$ cat src/rtl/reset_stage_sequencer_pkg.sv
// Shared types and constants for the staged reset sequencer.
package reset_seq_pkg;

    // Sequencer FSM states.
    typedef enum logic [2:0] {
        IDLE,
        DELAY,
        PULSE,
        GAP,
        RUN
    } seq_state_t;

    // Width of every cycle down-counter; all timing parameters fit in 8 bits.
    localparam int CNT_W = 8;

    // Width of the stage index; up to eight stages.
    localparam int IDX_W = 3;

    // True when every timing parameter lies inside its supported range.
    function automatic bit params_ok(input int stages, input int init_delay,
                                     input int pulse_cycles, input int gap_cycles,
                                     input int irq_cycles);
        return (stages >= 1) && (stages <= 8) &&
               (init_delay >= 0) && (init_delay <= 255) &&
               (pulse_cycles >= 1) && (pulse_cycles <= 255) &&
               (gap_cycles >= 0) && (gap_cycles <= 255) &&
               (irq_cycles >= 1) && (irq_cycles <= 255);
    endfunction

endpackage

$ cat src/rtl/reset_stage_sequencer_if.sv
// Control/status bundle between the board-side controller and the sequencer.
interface reset_stage_sequencer_if #(
    parameter int STAGES = 2
) ();
    logic              start;
    logic              irq_req;
    logic [STAGES-1:0] stage_rst;
    logic              busy;
    logic              done;
    logic              interrupt;
    logic              irq_dropped;

    // Controller side: issues start and interrupt requests, watches status.
    modport master (
        output start, irq_req,
        input  stage_rst, busy, done, interrupt, irq_dropped
    );

    // Sequencer side.
    modport slave (
        input  start, irq_req,
        output stage_rst, busy, done, interrupt, irq_dropped
    );
endinterface

$ cat src/rtl/reset_stage_sequencer_irq_pulse_gen.sv
// Interrupt pulse generator: one-deep pending slot, fixed-width pulses and a
// sticky overflow flag. Pulses are only launched while enable is high; abort
// kills a pulse in flight and turns it back into a pending request.
module irq_pulse_gen
    import reset_seq_pkg::*;
#(
    parameter int IRQ_CYCLES = 1
) (
    input  logic clk,
    input  logic resetn,
    input  logic enable,
    input  logic abort,
    input  logic irq_req,
    output logic interrupt,
    output logic irq_dropped
);
    localparam logic [CNT_W-1:0] IRQ_LOAD = CNT_W'(IRQ_CYCLES > 0 ? IRQ_CYCLES - 1 : 0);

    logic [CNT_W-1:0] cnt_reg;
    logic             pending_reg;
    logic             interrupt_reg;
    logic             dropped_reg;
    logic             collide;

    // Two or more of {pending, aborted pulse, new request} compete for one slot.
    assign collide = (pending_reg & interrupt_reg) | (pending_reg & irq_req) |
                     (interrupt_reg & irq_req);

    // Pulse launch, width count and pending/overflow bookkeeping.
    always_ff @(posedge clk or negedge resetn) begin
        if (!resetn) begin
            cnt_reg       <= '0;
            pending_reg   <= 1'b0;
            interrupt_reg <= 1'b0;
            dropped_reg   <= 1'b0;
        end else if (abort) begin
            interrupt_reg <= 1'b0;
            cnt_reg       <= '0;
            pending_reg   <= pending_reg | interrupt_reg | irq_req;
            if (collide) begin
                dropped_reg <= 1'b1;
            end
        end else if (!enable) begin
            if (irq_req) begin
                pending_reg <= 1'b1;
                if (pending_reg) begin
                    dropped_reg <= 1'b1;
                end
            end
        end else if (interrupt_reg) begin
            if (cnt_reg == '0) begin
                interrupt_reg <= 1'b0;
            end else begin
                cnt_reg <= cnt_reg - CNT_W'(1);
            end
            if (irq_req) begin
                pending_reg <= 1'b1;
                if (pending_reg) begin
                    dropped_reg <= 1'b1;
                end
            end
        end else if (pending_reg || irq_req) begin
            // Pending goes first; a request arriving now takes the freed slot.
            interrupt_reg <= 1'b1;
            cnt_reg       <= IRQ_LOAD;
            pending_reg   <= pending_reg & irq_req;
        end
    end

    assign interrupt   = interrupt_reg;
    assign irq_dropped = dropped_reg;

endmodule

$ cat src/rtl/reset_stage_sequencer.sv
// Staged power-up reset sequencer: delay, then STAGES one-hot reset pulses
// with programmable width and spacing, then RUN with interrupt injection.
module reset_stage_sequencer
    import reset_seq_pkg::*;
#(
    parameter int STAGES       = 2,
    parameter int INIT_DELAY   = 2,
    parameter int PULSE_CYCLES = 1,
    parameter int GAP_CYCLES   = 2,
    parameter int IRQ_CYCLES   = 1
) (
    input  logic clk,
    input  logic resetn,
    reset_stage_sequencer_if.slave bus
);
    // An out-of-range configuration never leaves IDLE.
    localparam bit CFG_OK = params_ok(STAGES, INIT_DELAY, PULSE_CYCLES, GAP_CYCLES, IRQ_CYCLES);

    localparam logic [IDX_W-1:0] LAST_IDX   = IDX_W'(STAGES - 1);
    localparam logic [CNT_W-1:0] DELAY_LOAD = CNT_W'(INIT_DELAY > 0 ? INIT_DELAY - 1 : 0);
    localparam logic [CNT_W-1:0] PULSE_LOAD = CNT_W'(PULSE_CYCLES > 0 ? PULSE_CYCLES - 1 : 0);
    localparam logic [CNT_W-1:0] GAP_LOAD   = CNT_W'(GAP_CYCLES > 0 ? GAP_CYCLES - 1 : 0);

    seq_state_t        state_reg;
    logic [IDX_W-1:0]  idx_reg;
    logic [CNT_W-1:0]  cnt_reg;
    logic [STAGES-1:0] stage_rst_reg;
    logic              busy_reg;
    logic              done_reg;

    logic restart;
    logic run_entry;
    logic irq_enable;
    logic interrupt_w;
    logic irq_dropped_w;

    function automatic logic [STAGES-1:0] stage_bit(input logic [IDX_W-1:0] i);
        return STAGES'(1) << i;
    endfunction

    // A start seen in RUN restarts the sequence and aborts any interrupt pulse.
    assign restart   = (state_reg == RUN) && bus.start && CFG_OK;
    // Last cycle of the final stage pulse: done rises on the coming edge.
    assign run_entry = (state_reg == PULSE) && (cnt_reg == '0) && (idx_reg == LAST_IDX);
    // Interrupts may launch on the same edge done rises, so enable looks ahead.
    assign irq_enable = ((state_reg == RUN) && !restart) || run_entry;

    // Sequencer FSM with registered stage, busy and done outputs.
    always_ff @(posedge clk or negedge resetn) begin
        if (!resetn) begin
            state_reg     <= IDLE;
            idx_reg       <= '0;
            cnt_reg       <= '0;
            stage_rst_reg <= '0;
            busy_reg      <= 1'b0;
            done_reg      <= 1'b0;
        end else begin
            unique case (state_reg)
                IDLE, RUN: begin
                    if (bus.start && CFG_OK) begin
                        idx_reg  <= '0;
                        busy_reg <= 1'b1;
                        done_reg <= 1'b0;
                        if (INIT_DELAY == 0) begin
                            state_reg     <= PULSE;
                            cnt_reg       <= PULSE_LOAD;
                            stage_rst_reg <= stage_bit('0);
                        end else begin
                            state_reg <= DELAY;
                            cnt_reg   <= DELAY_LOAD;
                        end
                    end
                end
                DELAY: begin
                    if (cnt_reg == '0) begin
                        state_reg     <= PULSE;
                        cnt_reg       <= PULSE_LOAD;
                        stage_rst_reg <= stage_bit(idx_reg);
                    end else begin
                        cnt_reg <= cnt_reg - CNT_W'(1);
                    end
                end
                PULSE: begin
                    if (cnt_reg != '0) begin
                        cnt_reg <= cnt_reg - CNT_W'(1);
                    end else if (idx_reg == LAST_IDX) begin
                        state_reg     <= RUN;
                        stage_rst_reg <= '0;
                        busy_reg      <= 1'b0;
                        done_reg      <= 1'b1;
                    end else if (GAP_CYCLES == 0) begin
                        idx_reg       <= idx_reg + IDX_W'(1);
                        cnt_reg       <= PULSE_LOAD;
                        stage_rst_reg <= stage_bit(idx_reg + IDX_W'(1));
                    end else begin
                        state_reg     <= GAP;
                        cnt_reg       <= GAP_LOAD;
                        stage_rst_reg <= '0;
                    end
                end
                GAP: begin
                    if (cnt_reg == '0) begin
                        state_reg     <= PULSE;
                        idx_reg       <= idx_reg + IDX_W'(1);
                        cnt_reg       <= PULSE_LOAD;
                        stage_rst_reg <= stage_bit(idx_reg + IDX_W'(1));
                    end else begin
                        cnt_reg <= cnt_reg - CNT_W'(1);
                    end
                end
                default: begin
                    state_reg <= IDLE;
                end
            endcase
        end
    end

    irq_pulse_gen #(
        .IRQ_CYCLES(IRQ_CYCLES)
    ) u_irq (
        .clk        (clk),
        .resetn     (resetn),
        .enable     (irq_enable),
        .abort      (restart),
        .irq_req    (bus.irq_req),
        .interrupt  (interrupt_w),
        .irq_dropped(irq_dropped_w)
    );

    assign bus.stage_rst   = stage_rst_reg;
    assign bus.busy        = busy_reg;
    assign bus.done        = done_reg;
    assign bus.interrupt   = interrupt_w;
    assign bus.irq_dropped = irq_dropped_w;

endmodule

$ cat src/flat_wrapper.sv
// flat-port wrapper written by rule: the top's interface ports become plain ports
module reset_stage_sequencer_flat import reset_seq_pkg::*;
#(
    parameter int STAGES       = 2,
    parameter int INIT_DELAY   = 2,
    parameter int PULSE_CYCLES = 1,
    parameter int GAP_CYCLES   = 2,
    parameter int IRQ_CYCLES   = 1
)
  (clk, resetn, bus_start, bus_irq_req, bus_stage_rst, bus_busy, bus_done, bus_interrupt, bus_irq_dropped);
  reset_stage_sequencer_if #(.STAGES(STAGES)) bus_i ();
  input  logic clk;
  input  logic resetn;
  input wire logic [$bits(bus_i.start)-1:0] bus_start;
  input wire logic [$bits(bus_i.irq_req)-1:0] bus_irq_req;
  output wire logic [$bits(bus_i.stage_rst)-1:0] bus_stage_rst;
  output wire logic [$bits(bus_i.busy)-1:0] bus_busy;
  output wire logic [$bits(bus_i.done)-1:0] bus_done;
  output wire logic [$bits(bus_i.interrupt)-1:0] bus_interrupt;
  output wire logic [$bits(bus_i.irq_dropped)-1:0] bus_irq_dropped;
  assign bus_i.start = bus_start;
  assign bus_i.irq_req = bus_irq_req;
  assign bus_stage_rst = bus_i.stage_rst;
  assign bus_busy = bus_i.busy;
  assign bus_done = bus_i.done;
  assign bus_interrupt = bus_i.interrupt;
  assign bus_irq_dropped = bus_i.irq_dropped;
  reset_stage_sequencer #(.STAGES(STAGES), .INIT_DELAY(INIT_DELAY), .PULSE_CYCLES(PULSE_CYCLES), .GAP_CYCLES(GAP_CYCLES), .IRQ_CYCLES(IRQ_CYCLES)) u_core (.clk(clk), .resetn(resetn), .bus(bus_i));
endmodule
$ cat config.mk
export PLATFORM = sky130hd
export DESIGN_NAME = reset_stage_sequencer_flat
export DESIGN_NICKNAME = d
export VERILOG_FILES = /design/src/rtl/reset_stage_sequencer_pkg.sv /design/src/rtl/reset_stage_sequencer_if.sv /design/src/rtl/reset_stage_sequencer_irq_pulse_gen.sv /design/src/rtl/reset_stage_sequencer.sv /design/src/flat_wrapper.sv
export SDC_FILE = /design/constraint.sdc
export NUM_CORES = 1
export LEC_CHECK = 0
export CAP_MARGIN = 10
export CORE_MARGIN = 3
export CORE_UTILIZATION = 53
export CTS_CLUSTER_DIAMETER = 120
export DETAILED_ROUTE_END_ITERATION = 8
export GPL_TIMING_DRIVEN = 0
export PLACE_DENSITY = 0.75
export SYNTH_ARGS = -nofsm -noshare
export SYNTH_HDL_FRONTEND = slang
export SYNTH_SLANG_ARGS = --single-unit
$ cat constraint.sdc
create_clock -name clk -period 2.1 [get_ports clk]
set_input_delay 0.21 -clock clk [delete_from_list [all_inputs] [get_ports clk]]
set_output_delay 0.21 -clock clk [all_outputs]
set_load 0.01 [all_outputs]
# Word-level counts from Yosys, hierarchy flattened

Cells that the tools add are included.

$add $sub $neg: 3
Eq/ne operators: 16
Shifts and indexed selects: 2
Mux-type cells: 46
Bitwise operators: 7
Reductions and logical operators: 26

Operators with widths:

| operator            | count |
|---|---|
| $mux 8              | 9 |
| $pmux 8 s3          | 1 |
| $mux 1              | 22 |
| $mux 3              | 6 |
| $logic_not 8->1     | 2 |
| $sub 8x1->8 const B | 2 |
| $reduce_and 3->1    | 4 |
| $pmux 3 s3          | 1 |
| $reduce_bool 3->1   | 3 |
| $ne 2x2->1 const B  | 4 |
| $reduce_and 4->1    | 2 |
| $reduce_bool 8->1   | 1 |
| $eq 3x1->1 const B  | 2 |
| $eq 3x2->1 const B  | 2 |
| $mux 2              | 3 |
| $ne 2x1->1 const B  | 3 |
| $pmux 2 s3          | 1 |
| $pmux 3 s2          | 1 |
| $reduce_bool 2->1   | 3 |
| $shl 1x3->2 const A | 2 |
| $logic_and 1x1->1   | 4 |
| $ne 4x1->1 const B  | 1 |
| $or 1x1->1          | 4 |
| $pmux 1 s2          | 2 |
| 11 further kinds    | 15 |

Register bits after elaboration: 29
Bits of input ports: 4
Output and inout port bits: 6
Logic and storage cells: 110

# Logic depth before layout (Yosys ltp)

Gate-level depths: netlist of run 1.

Word-level depth: 7
Mapped depth: 7
Depth with buffers taken out: 6

# Cells and area by module

Synthesis of run 1 repeated with hierarchy kept, for this count alone.

Cell total of the unflattened synthesis: 168
Area, all modules: 1666.6 µm²

By module, submodules not included:

| module                | instances | cells each | area an instance (µm²) | seq. area each (µm²) |
|---|---|---|---|---|
| reset_stage_sequencer | 1         | 105        | 1044.8                 | 450.4 |
| irq_pulse_gen         | 1         | 63         | 621.8                  | 275.3 |

# Worst setup path after synthesis of run 1

Ideal clock, no wire load.

Path type: register to register
Start point: register u_core.u_irq.cnt_reg[0]
End point: register u_core.u_irq.cnt_reg[1]
Library setup time: 0.125 ns
Data arrival time: 2.001 ns
Data required time: 1.975 ns
Slack: -0.026 ns
Stages on the path, launching flop included: 7
Clock period less this slack: 2.126 ns
Path through: dfrtp_1 > inv_1 > ha_1 > or3b_2 > nor3_1 > a2111o_1 > mux2_2

Word-level cells in the longest chain between the ends: 5
Elaborated cells between the ends (all ways): 8

Ends and longest elaborated chain:

| item                     | RTL line                                  | source |
|---|---|---|
| start: declaration       | reset_stage_sequencer_irq_pulse_gen.sv:19 | `logic [CNT_W-1:0] cnt_reg;` |
| start signal: assignment | reset_stage_sequencer_irq_pulse_gen.sv:54 | `cnt_reg <= cnt_reg - CNT_W'(1);` |
| $sub 8x1->8              | reset_stage_sequencer_irq_pulse_gen.sv:54 |  |
| $mux 8                   | reset_stage_sequencer_irq_pulse_gen.sv:51 | `if (cnt_reg == '0) begin` |
| $mux 8                   | reset_stage_sequencer_irq_pulse_gen.sv:50 | `end else if (interrupt_reg) begin` |
| $mux 8                   | reset_stage_sequencer_irq_pulse_gen.sv:43 | `end else if (!enable) begin` |
| $mux 8                   | reset_stage_sequencer_irq_pulse_gen.sv:36 | `end else if (abort) begin` |

Parallel ways exist; a longest one is shown, timed or not. The select of a mux whose other input is x is not followed.
A chain may end at the register's enable or synchronous reset.

# Worst setup path after layout of run 1

Start point: register u_core.cnt_reg[0]
End point: register u_core.u_irq.cnt_reg[5]

Word-level cells in the longest chain between the ends: 6

Ends and longest elaborated chain:

| item                            | RTL line                     | source |
|---|---|---|
| start: declaration              | reset_stage_sequencer.sv:26  | `logic [CNT_W-1:0] cnt_reg;` |
| start signal: assignment        | reset_stage_sequencer.sv:80  | `cnt_reg <= cnt_reg - CNT_W'(1);` |
| start signal: assignment        | reset_stage_sequencer.sv:85  | `cnt_reg <= cnt_reg - CNT_W'(1);` |
| start signal: assignment        | reset_stage_sequencer.sv:108 | `cnt_reg <= cnt_reg - CNT_W'(1);` |
| $logic_not 8->1                 | reset_stage_sequencer.sv:44  | `assign run_entry = (state_reg == PULSE) && (cnt_reg == '0) && (idx_reg == LAST_IDX);` |
| $logic_and 1x1->1 (2 in series) | reset_stage_sequencer.sv:44  |  |
| $logic_or 1x1->1                | reset_stage_sequencer.sv:46  | `assign irq_enable = ((state_reg == RUN) && !restart) \|\| run_entry;` |
| $reduce_bool 2->1 (no line)     | n/a                          |  |
| $reduce_and 3->1 (no line)      | n/a                          |  |

Every way passes these cells.

==> impl_metrics.yaml, run 1 <==
min_path:
  hp-class: "in2async"
route:
  vias: 1628
  routed_wl_mm: 4.20
  drt-wirelength-per-cell_um: 15.9
  viasPerCell: 6.17
  drtIter0Drc: 159
  route.antenna.remaining_nets: 0
  dr.pass1.iters: 5
  drc: 0
synthesis:
  syn_inst: 196
  ys_seq_area_frac: 0.403
  syn-mean-instance-area_um2: 9.19
  synth_nets: 206
  netlist_top_cells_area: "dfrtp_1, ha_1, a21oi_1, nor2_1, o41ai_1"
  synth_common_cells: "dfrtp_1, nor2_1, a21oi_1, nand2_1"
  synth-main-ff-cell: "dfrtp_1"
  netlist-cell-type-count: 46
  yosysMostFrequentCell: "dfrtp_1"
  synth_edf_count: 0
  async_flop_share: 1.00
  yosysWarnings: 0
  ys_ff_latch: 29
  post-synth-top-area-fraction: 0.403
  syn_area_um2: 1800
  synth_top_area_cell: "dfrtp_1"
layout:
  fin_util: 0.677
  stdcell_area_um2: 2130
  stdcell_count: 264
  layout-drive-gt1-share: 0.155
  area_growth_syn_to_layout_pct: 18.5
  antennaDiodeCount: 0
  finalNetCount: 229
  num-fill-cells: 283
sta:
  fmax_ghz: 0.491
  relSlewSlack: 0.601
  final-hold-violation-count: 0
  finalCritPeriodShare: 0.970
  finClkSkew_ns: 0.0129
  drv_slew: 0
  fin_tns_setup_ns: 0
  setup_ws_ns: 0.0627
  post-route-min-period_ns: 2.04
  tightest_slew_ns: 0.593
  final-setup-viol-count: 0
setup_path:
  path_buf_inv: 2
  path_cells: "inv_1 -> ha_2 -> nor3b_4 -> a32oi_2 -> buf_6 -> a2111o_1 -> a221o_1"
  cp.required_ns: 2.32
  cpLargestDelayFamily: "compound AO/OA/AOI/OAI gates"
  crit_end: "u_core.u_irq.cnt_reg[5]"
  rrSetupSlack_ns: 0.06
  rr_startpoint: "u_core.cnt_reg[0]"
  crit_slowest_cell: "dfrtp_1"
  arrival_ns: 2.26
  cp-start-kind: "flip-flop"
  critPathMaxFanout: 10
  startpoint: "u_core.cnt_reg[0]"
  worstSetupPathDepth: 7
  worstSetupPathType: "reg2reg"
  slowest_delay_ns: 0.40
  r2r_end: "u_core.u_irq.cnt_reg[5]"
  ff2ff_path_depth: 7
  end_kind: "flip-flop"
run:
  cap_violations: 0
power_and_ir_drop:
  switching_share: 0.413
  p_switching_uw: 927
  cellInternalPower_uw: 1320
  powerDensity_nw_per_um2: 1050
  p_comb_frac: 0.471
  p_clk_frac: 0.145
  pwr-share-seq: 0.384
  max-vdd-ir-drop_v: 0.000481
  p_leak_uw: 0.000924
cts:
  clk_pin_slew_ns: 0.09
  htree_num_levels: 2
  cts_buffers: 5
  cts-root-buf: "clkbuf_4"
  clock-sinks: 29
  clockBufferDepth: 2
  cts_tree: "done"
  clock_latency_ns: 0.33
  cts_hold_buf: 0
floorplan:
  dieWidth_um: 64.3
  num_rows: 20
  die_area_um2: 4130
  core_area_um2: 3150
  num_io_pins: 10
  die_h_um: 64.3
  initial_core_util: 0.571
placed_design:
  dpl_cell_area_um2: 1980
  dpl.hpwl_mm: 3.01
  dp_slack_ns: -0.220
  dp_cells: 250
  place_congestion: 0.880
  portBuffers: 9
global_routing:
  track_usage: 0.228
  grt_pass1_wl_mm: 7.31
  grt_max_degree: 20
  grt_overflow_total: 0
  antenna_found_initial: 0
  grt_pass1_vias: 1543
run_status:
  outcome: "complete, no violations"
## area by class of cell
type | count | area, µm² | share of cell area
multi-input combinational | 147 | 1050 | 0.491
sequential | 29 | 726 | 0.340
timing repair buffer | 17 | 170 | 0.0798
tap | 44 | 55.1 | 0.0258
clock buffer | 8 | 48.8 | 0.0229
buffer | 9 | 47.5 | 0.0223
inverter | 10 | 37.5 | 0.0176
## worst min-delay path by stage
stage,endpoint,slack [ns],cells after the start
global placement,u_core.u_irq.irq_dropped,0.47,2
floorplan,u_core.bus.busy,-0.09,0
global route,u_core.cnt_reg[6],0.26,1
CTS,u_core.cnt_reg[6],0.26,1
detailed placement,u_core.u_irq.irq_dropped,0.48,2
finish,u_core.cnt_reg[6],0.25,1
## through the flow
step | hold WS (ns) | total power [µW]
floorplan | -0.0856 | 1540
global placement | 0.474 | 1760
detailed placement | 0.476 | 1830
CTS | 0.256 | 2200
global route | 0.256 | 2440
finish | 0.245 | 2240
## layout by cell type (no fill, tap or decap), drive strengths merged, types with 4 or more instances in the layout
cell type | synthesis | layout
ha | 6 | 6
nor3 | 10 | 10
nor4 | 4 | 4
nand2b | 7 | 7
clkdlybuf4s50 | 0 | 9
inv | 10 | 10
nor3b | 5 | 5
a211oi | 4 | 4
o41ai | 6 | 6
o31ai | 5 | 5
o21ai | 6 | 6
clkbuf | 5 | 12
nand2 | 12 | 12
a211o | 5 | 5
buf | 5 | 13
a21oi | 12 | 12
nand3 | 5 | 5
nor2 | 15 | 15
dfrtp | 29 | 29
a31oi | 4 | 4
## kinds of logic (layout without fill, tap and decap cells)
kind of cell    count (synthesis)  after routing  synth area share
fa+ha+maj                       7              7            0.0473
flops                          29             29             0.403
simple gates                   74             74             0.227
buf+inv                        20             44            0.0479
compound gates                 63             63             0.256
mux                             3              3            0.0188
## per-layer routing
metal  global-route usage  wire [µm]  vias up
li1                     -          -      792
met1                0.297       1850      791
met2                0.363       2080       40
met3               0.0615        219        5
met4               0.0792         55        0
met5                    0          0        -
## repair_timing
item                       4_1_cts  5_1_grt
pin swaps                        1        2
buffers inserted                 3        4
resized for setup                4        9
setup endpoints to repair       11       13
## power by group through the flow
| stage | Clock [µW] | Combinational (µW) | Sequential (µW) |
|---|---|---|---|
| after global routing | 380 | 1180 | 886 |
| after floorplan | 0 | 716 | 829 |
| after detailed placement | 0 | 971 | 855 |
| final | 325 | 1060 | 861 |
| after global placement | 0 | 916 | 844 |
| after CTS | 337 | 1010 | 849 |
No activity file was read; power rests on OpenSTA's default activity.
==> run 2: changes to the inputs <==
--- a/config.mk
+++ b/config.mk
@@ -5,12 +5,13 @@
 export SDC_FILE = /design/constraint.sdc
 export NUM_CORES = 1
 export LEC_CHECK = 0
+export ABC_CLOCK_PERIOD_IN_PS = 2100
 export CAP_MARGIN = 10
+export CORE_ASPECT_RATIO = 0.9
 export CORE_MARGIN = 3
 export CORE_UTILIZATION = 53
 export CTS_CLUSTER_DIAMETER = 120
 export DETAILED_ROUTE_END_ITERATION = 8
-export GPL_TIMING_DRIVEN = 0
 export PLACE_DENSITY = 0.75
 export SYNTH_ARGS = -nofsm -noshare
 export SYNTH_HDL_FRONTEND = slang
==> run 2 against run 1 <==
Effect of this change: critical path depth is the same; flip-flop and latch count did not move; combinational power hardly changed; via count up 1.3%; die area hardly changed; clock-buffer cell count is the same; core utilization is 1.6 points higher.
==> impl_metrics.yaml, run 2 (same netlist as run 1, synthesis figures left out) <==
run_status:
  outcome: "complete, no violations"
setup_path:
  r2r_end: "u_core.cnt_reg[2]"
  rrSetupSlack_ns: 0.12
  cp.required_ns: 2.27
  end_kind: "flip-flop"
  ff2ff_path_depth: 7
  worstSetupPathType: "reg2reg"
  rr_startpoint: "u_core.cnt_reg[0]"
  arrival_ns: 2.15
  cp-start-kind: "flip-flop"
  critPathMaxFanout: 7
global_routing:
  antenna_found_initial: 0
  track_usage: 0.240
  grt_max_degree: 30
  grt_pass1_vias: 1586
  grt_overflow_total: 0
  grt_pass1_wl_mm: 7.46
placed_design:
  dpl.hpwl_mm: 3.03
  place_congestion: 0.977
  portBuffers: 9
route:
  wl_met3_um: 237
  viasPerCell: 6.15
  drtIter0Drc: 168
  drc: 0
  vias: 1649
  wl_met2_mm: 1.92
  top_layer: "met4"
  dr.pass1.iters: 4
  met1_length_mm: 2.06
  route.antenna.remaining_nets: 0
  routed_wl_mm: 4.27
  drt-wirelength-per-cell_um: 15.9
min_path:
  hp-class: "in2async"
floorplan:
  num_rows: 19
  die_area_um2: 4130
  core_area_um2: 3160
  num_io_pins: 10
  initial_core_util: 0.569
  dieWidth_um: 67.4
  die_h_um: 61.3
layout:
  finalNetCount: 235
  layout-drive-gt1-share: 0.177
  register_area_um2: 726
  antennaDiodeCount: 0
  layout_common_cells: "dfrtp_1, buf_4, nor2_1, nand2_1, a21oi_1"
  multi_input_area_um2: 1030
  final_common_cell: "dfrtp_1"
  num-fill-cells: 249
  area_growth_syn_to_layout_pct: 21.5
sta:
  hold_ws_ns: 0.298
  finClkSkew_ns: 0.00946
  fmax_ghz: 0.504
  fin_tns_setup_ns: 0
  finalCritPeriodShare: 0.945
  rsz0062_at_grt: "no"
  final-hold-violation-count: 0
  tightest_slew_ns: 0.512
  post-route-min-period_ns: 1.98
  relSlewSlack: 0.656
  drv_slew: 0
  final-setup-viol-count: 0
cts:
  cts-root-buf: "clkbuf_8"
  clock_latency_ns: 0.29
  htree_num_levels: 2
  cts_hold_buf: 0
  clk_pin_slew_ns: 0.07
  cts_tree: "done"
  clock-sinks: 29
  clockBufferDepth: 2
  cts_buffers: 5
power_and_ir_drop:
  p_leak_uw: 0.000977
  finalPower_uw: 2370
  powerDensity_nw_per_um2: 1080
  max-vdd-ir-drop_v: 0.000825
run:
  cap_violations: 0
[run 2: cell types whose count changed in the layout (fill, tap and decap cells not counted), moves of 2 or more]
cell	before	now
ha_1	4	6
buf_4	8	23
clkbuf_4	5	0
clkbuf_8	0	5
o41ai_2	0	2
buf_2	2	0
o41ai_1	6	4
clkbuf_1	7	3
ha_2	2	0
[run 2: per-layer routing]
layer | global-route usage | up-vias
met5 | 0 | -
met1 | 0.340 | 788
met4 | 0.0607 | 0
met2 | 0.359 | 51
met3 | 0.0766 | 8
li1 | - | 802
[run 2: worst max path at each step]
| stage | start | end | slack (ns) | depth (start not counted) |
|---|---|---|---|---|
| 2_1_floorplan | u_core.cnt_reg[0] | u_core.u_irq.cnt_reg[5] | 0.04 | 7 |
| 3_3_place_gp | bus_start | u_core.u_irq.cnt_reg[5] | -0.05 | 6 |
| 3_5_place_dp | bus_start | u_core.u_irq.cnt_reg[5] | -0.08 | 6 |
| 4_1_cts | u_core.cnt_reg[4] | u_core.u_irq.cnt_reg[7] | 0.05 | 4 |
| 5_1_grt | u_core.idx_reg[1] | u_core.u_irq.cnt_reg[7] | 0.009 | 6 |
| 6_report | u_core.cnt_reg[0] | u_core.cnt_reg[2] | 0.12 | 7 |
[run 2: worst max-delay path, cell delays in order (launching register included)]
cell and delay, ns:
dfrtp_1 0.39, inv_1 0.08, ha_1 0.20, nor3b_4 0.16, buf_4 0.16, a311o_1 0.34, and2_1 0.19, a221o_1 0.35
[run 2: timing repair]
| item | CTS | global route |
|---|---|---|
| resized for setup | 1 | 5 |
| setup endpoints to repair | 5 | 6 |
| cloned | 0 | 0 |
| setup buffers | 1 | 0 |
| pin swaps | 0 | 1 |
[run 2: stage by stage]
step	instance area, µm²	util	worst slack (ns)	std cells
after floorplan	1810	-	0.0389	196
after global placement	2060	0.653	-0.0550	259
after detailed placement	2060	0.653	-0.0785	259
after CTS	2160	0.683	0.0494	268
after global routing	2190	0.692	0.00913	268
final	2190	0.692	0.116	268
[run 2: report_power, final]
| part | switching, µW | internal [µW] |
|---|---|---|
| clock network | 214 | 235 |
| logic | 571 | 504 |
| registers | 143 | 701 |
| total | 928 | 1440 |
[run 2: final cells by class]
class / instances / share of cell area
Multi-Input combinational cell: 147 / 0.471
Sequential cell: 29 / 0.332
Timing Repair Buffer: 32 / 0.120
Clock buffer: 8 / 0.0366
Tap cell: 42 / 0.0240
Inverter: 10 / 0.0172
==> run 3: changes to the inputs <==
--- a/config.mk
+++ b/config.mk
@@ -6,7 +6,7 @@
 export NUM_CORES = 1
 export LEC_CHECK = 0
 export ABC_CLOCK_PERIOD_IN_PS = 2100
-export CAP_MARGIN = 10
+export CAP_MARGIN = 15
 export CORE_ASPECT_RATIO = 0.9
 export CORE_MARGIN = 3
 export CORE_UTILIZATION = 53
==> results of run 3 <==
No change in the layout: final DEF, timing and power equal those of run 2.
